## src/rtl/mux_nx1_pipe.sv

```systemverilog
// N-input, WIDTH-bit select mux with a registered output, valid/stall/flush control and
// out-of-range select detection. Define MUX_ERR_CNT_EN to build the saturating error counter.
module mux_nx1_pipe #(
  parameter int unsigned WIDTH       = 32,
  parameter int unsigned NUM_IN      = 3,
  parameter int unsigned DEFAULT_IDX = 0,
  parameter int unsigned CNT_W       = 8,
  localparam int unsigned SEL_W      = $clog2(NUM_IN)
) (
  input  logic                    clk,
  input  logic                    rst,
  input  logic [NUM_IN*WIDTH-1:0] in_bus,
  input  logic [SEL_W-1:0]        sel,
  input  logic                    in_valid,
  input  logic                    stall,
  input  logic                    flush,
  input  logic                    err_clr,
  output logic [WIDTH-1:0]        out_data,
  output logic                    out_valid,
  output logic                    sel_err,
  output logic [CNT_W-1:0]        err_count
);

  logic             illegal;
  logic [WIDTH-1:0] sel_data;
  logic             load;

  // With a power-of-two fan-in every select value names a real input.
  if ((1 << SEL_W) == NUM_IN) begin : g_pow2
    assign illegal = 1'b0;
  end else begin : g_npow2
    assign illegal = (sel >= SEL_W'(NUM_IN));
  end

  always_comb begin
    sel_data = in_bus[DEFAULT_IDX*WIDTH +: WIDTH];
    for (int unsigned k = 0; k < NUM_IN; k++) begin
      if (sel == SEL_W'(k)) begin
        sel_data = in_bus[k*WIDTH +: WIDTH];
      end
    end
  end

  assign load = !flush && !stall;

  // Flush clears the qualifiers but leaves out_data as it was.
  always_ff @(posedge clk or posedge rst) begin
    if (rst) begin
      out_data  <= '0;
      out_valid <= 1'b0;
      sel_err   <= 1'b0;
    end else if (flush) begin
      out_valid <= 1'b0;
      sel_err   <= 1'b0;
    end else if (!stall) begin
      out_data  <= sel_data;
      out_valid <= in_valid;
      sel_err   <= illegal & in_valid;
    end
  end

`ifdef MUX_ERR_CNT_EN
  logic [CNT_W-1:0] err_cnt_q;

  always_ff @(posedge clk or posedge rst) begin
    if (rst) begin
      err_cnt_q <= '0;
    end else if (err_clr) begin
      err_cnt_q <= '0;
    end else if (load && in_valid && illegal && (err_cnt_q != '1)) begin
      err_cnt_q <= err_cnt_q + 1'b1;
    end
  end

  assign err_count = err_cnt_q;
`else
  logic unused_err_clr;

  assign unused_err_clr = err_clr ^ load;
  assign err_count      = '0;
`endif

endmodule
```

## config.mk

```make
export PLATFORM = sky130hd
export DESIGN_NAME = mux_nx1_pipe
export DESIGN_NICKNAME = d
export VERILOG_FILES = /design/src/rtl/mux_nx1_pipe.sv
export SDC_FILE = /design/constraint.sdc
export NUM_CORES = 1
export LEC_CHECK = 0
export CORE_ASPECT_RATIO = 1.2
export CORE_MARGIN = 8
export CORE_UTILIZATION = 41
export CTS_CLUSTER_SIZE = 14
export DETAILED_ROUTE_END_ITERATION = 7
export PLACE_DENSITY = 0.92
export SYNTH_ARGS = -nofsm -noshare
export SYNTH_HDL_FRONTEND = slang
export SYNTH_SLANG_ARGS = --single-unit
```

## constraint.sdc

```tcl
create_clock -name clk -period 1.7 [get_ports clk]
set_input_delay 0.34 -clock clk [delete_from_list [all_inputs] [get_ports clk]]
set_output_delay 0.34 -clock clk [all_outputs]
set_load 0.05 [all_outputs]
```

==> impl_table.tex <==
\begin{tabular}{lr}
\hline
Metric & Value \\
\hline
\multicolumn{2}{l}{\textbf{Placement}} \\
\quad Worst setup timing slack at the placement stage & -155 ps \\
\quad Final Wtd Congestion & 0.770 \\
\quad Port Buffers & 136 \\
\quad HPWL Detailed & 6000 um \\
\multicolumn{2}{l}{\textbf{Route}} \\
\quad Total via count after detailed routing & 2159 \\
\quad Total wire length after detailed routing & 7530 um \\
\quad DRT iter0 DRCs & 63 \\
\quad Number of remaining DRC errors & 0 \\
\quad ANT nets after route & 0 \\
\quad Average detailed-routed wire length per instance & 18.3 um \\
\quad Via-to-Cell Ratio & 5.25 \\
\quad TritonRoute pass-1 iters & 4 \\
\multicolumn{2}{l}{\textbf{Synthesis}} \\
\quad Most used flip-flop cell after synthesis & dfrtp\_1 \\
\quad Avg Cell Area, Syn & 11.9 um\^{}2 \\
\quad Most common library cells after synthesis & mux2i\_1 (65), dfrtp\_1 (34), o21ai\_0 (32) \\
\quad Post-synthesis sequential element count & 34 \\
\quad Share of async-settable or async-resettable flops after synthesis & 100\% \\
\quad Number of enable flip-flop cells after synthesis & 0 \\
\quad Yosys top cell by area & dfrtp\_1 \\
\quad Distinct cell type count after synthesis & 18 \\
\quad Number of warning messages in the yosys log & 0 \\
\quad Share of synthesized area occupied by flip-flops and latches & 35.5\% \\
\quad Cell with the most instances after synthesis & mux2i\_1 \\
\quad Cell types occupying the most area after synthesis & dfrtp\_1 (36\%), mux2i\_1 (27\%), o221ai\_2 (19\%) \\
\quad Top cell type's share of synthesized area & 35.5\% \\
\quad Synthesized netlist cell count & 201 \\
\quad Post-synthesis instance area & 0.00239 mm\^{}2 \\
\multicolumn{2}{l}{\textbf{Worst setup path}} \\
\quad Worst stage delay on the critical path & 490 ps \\
\quad Worst r2r path cells & 2 \\
\quad Worst setup path end & out\_data[17] \\
\quad FF-to-FF Start & out\_data[24] \\
\quad Kind of critical path & in2reg \\
\quad Crit path max-delay cell type & clkdlybuf4s50\_1 \\
\quad Worst Setup Start Kind & input port \\
\quad Maximum fanout along the worst path & 32 \\
\quad Register-to-register setup slack & 940 ps \\
\quad Worst endpoint data arrival time & 1740 ps \\
\quad Sort of element at the end of the critical path & flip-flop \\
\quad CP Cell Sequence & clkdlybuf4s50\_1, or3b\_2, buf\_12, o221ai\_1 \\
\quad Worst r2r dst & out\_data[24] \\
\quad Data required time at the worst endpoint & 1880 ps \\
\quad Worst setup startpoint & sel[1] \\
\multicolumn{2}{l}{\textbf{Clock network}} \\
\quad Post-CTS resize count & 0 \\
\quad Buffer type at the clock tree root & clkbuf\_8 \\
\quad Clock-pin transition on the worst setup and hold timing paths & 70 ps \\
\quad TritonCTS clock tree & built \\
\quad Clock tree sinks & 34 \\
\quad H-tree depth & 2 \\
\quad Number of setup buffers added after CTS & 0 \\
\quad CTS Hold Buffers Added & 0 \\
\quad Maximum clock path buffer count & 2 \\
\quad Inserted Clock Buffers & 5 \\
\quad Worst-Skew Late Latency & 270 ps \\
\multicolumn{2}{l}{\textbf{Timing}} \\
\quad Hold WS & 395 ps \\
\quad Minimum period implied by the final worst setup slack & 1560 ps \\
\quad Final Max Tran Viols & 0 \\
\quad Setup violations, final & 0 \\
\quad Final worst-path cycle share & 91.9\% \\
\quad Slack of the critical path & 137 ps \\
\quad Worst setup skew after layout & 0 ps \\
\quad Number of hold-slack violations in the final timing report & 0 \\
\quad Highest attainable clock frequency & 640 MHz \\
\quad RSZ-0062 raised after global routing & false \\
\multicolumn{2}{l}{\textbf{Floorplan}} \\
\quad Core outline area & 0.00567 mm\^{}2 \\
\quad Area enclosed by the die boundary & 0.00855 mm\^{}2 \\
\quad Initial core utilization & 42.2\% \\
\quad Horizontal die dimension & 85.8 um \\
\quad Vertical die dimension & 99.7 um \\
\quad Std-Cell Rows & 30 \\
\quad IO Count & 146 \\
\multicolumn{2}{l}{\textbf{Outcome}} \\
\quad Run status & finished clean \\
\multicolumn{2}{l}{\textbf{Final layout}} \\
\quad Area growth from synthesis to final layout & 57.8\% \\
\quad Fillers & 444 \\
\quad Number of nets in the layout & 435 \\
\quad Share of post-route cells with drive strength above 1 & 24.8\% \\
\quad Number of antenna diodes & 0 \\
\multicolumn{2}{l}{\textbf{Global route}} \\
\quad Largest net degree at the start of global routing & 37 \\
\quad Total routing usage reported by global routing & 17.3\% \\
\quad Aggregate global routing overflow & 0 \\
\quad First-pass GRT wire length & 12100 um \\
\quad Number of global-route vias before repair & 2412 \\
\quad Antenna violations before repair & 0 \\
\multicolumn{2}{l}{\textbf{Power}} \\
\quad Worst supply voltage drop on vdd & 0.328 mV \\
\quad Leakage power total & 1.64 nW \\
\quad Total power per unit cell area & 779 mW/mm\^{}2 \\
\multicolumn{2}{l}{\textbf{Min path}} \\
\quad Hold Crit Class & in2async \\
\multicolumn{2}{l}{\textbf{Job}} \\
\quad Max-cap violations & 0 \\
\hline
\end{tabular}
==> worst min path at each step <==
stage	start	to	slack, ps	cells past startpoint
CTS	rst	out_data[30]	400	3
floorplan	rst	out_data[0]	480	1
detailed placement	out_data[25]	out_data[25]	520	2
global route	rst	out_valid	430	3
global placement	out_data[17]	out_data[17]	510	2
finish	rst	out_data[2]	390	3
==> layout by cell type, fill, tap and decap left out <==
cell type / n
buf_12: 4
dfrtp_1: 34
o221ai_2: 30
buf_4: 41
mux2i_1: 65
o221ai_1: 2
inv_1: 1
a21oi_1: 1
or3_2: 1
clkdlybuf4s50_1: 101
nor2_1: 1
clkbuf_1: 2
nand2_1: 1
o21ai_0: 32
clkbuf_8: 5
nand4b_1: 1
conb_1: 8
or3b_2: 1
==> cell families after synthesis <==
| logic type | after synthesis | share of synthesized area [%] |
|---|---|---|
| flip-flops | 34 | 35.5 |
| multiplexers | 65 | 27.2 |
| buffers and inverters | 31 | 9.36 |
| AO/OA/AOI/OAI | 65 | 26.5 |
| AND/OR/NAND/NOR | 5 | 1.31 |
| other | 1 | 0.157 |
==> metal layers <==
layer / track usage [%] / routed length [um]
met1: 20.0 / 3100
met2: 30.5 / 3810
met3: 5.45 / 573
met4: 3.38 / 49
met5: 0 / 0
==> power breakdown <==
part / internal, mW / total [mW] / switching [mW] / leakage, nW
clock: 0.282 / 0.548 / 0.266 / 0.0383
sequential: 0.932 / 0.999 / 0.0669 / 0.425
combinational: 0.571 / 1.39 / 0.824 / 1.18
==> per-stage QoR <==
stage          power, mW  area, um^2  util (%)  cells  setup TNS, ps
6_report            2.94        3780      66.6    411              0
5_1_grt             3.09        3780      66.6    411              0
4_1_cts             2.98        3780      66.6    411              0
3_5_place_dp        2.42        3700      65.3    404          -3990
3_3_place_gp        2.39        3700      65.3    404          -3200
2_1_floorplan       1.88        2420         -    208              0
==> area by class of cell <==
cell class | instances | area [um^2] | share of cell area (%)
Sequential cell | 34 | 851 | 22.5
Inverter | 1 | 3.75 | 0.0994
Multi-Input combinational cell | 143 | 1350 | 35.7
Clock buffer | 7 | 76.3 | 2.02
Tap cell | 80 | 100 | 2.65
Timing Repair Buffer | 146 | 1400 | 37.0
==> sequential cells by signal (all words and copies together) (netlist names) <==
register	count
out_data	32
out_valid	1
sel_err	1
==> critical path, delay by kind of cell <==
family,cells,cell delay [ps]
simple gates,1,490
buf+inv,2,700
compound gates,1,210
Power figures use the tool's default switching activity.
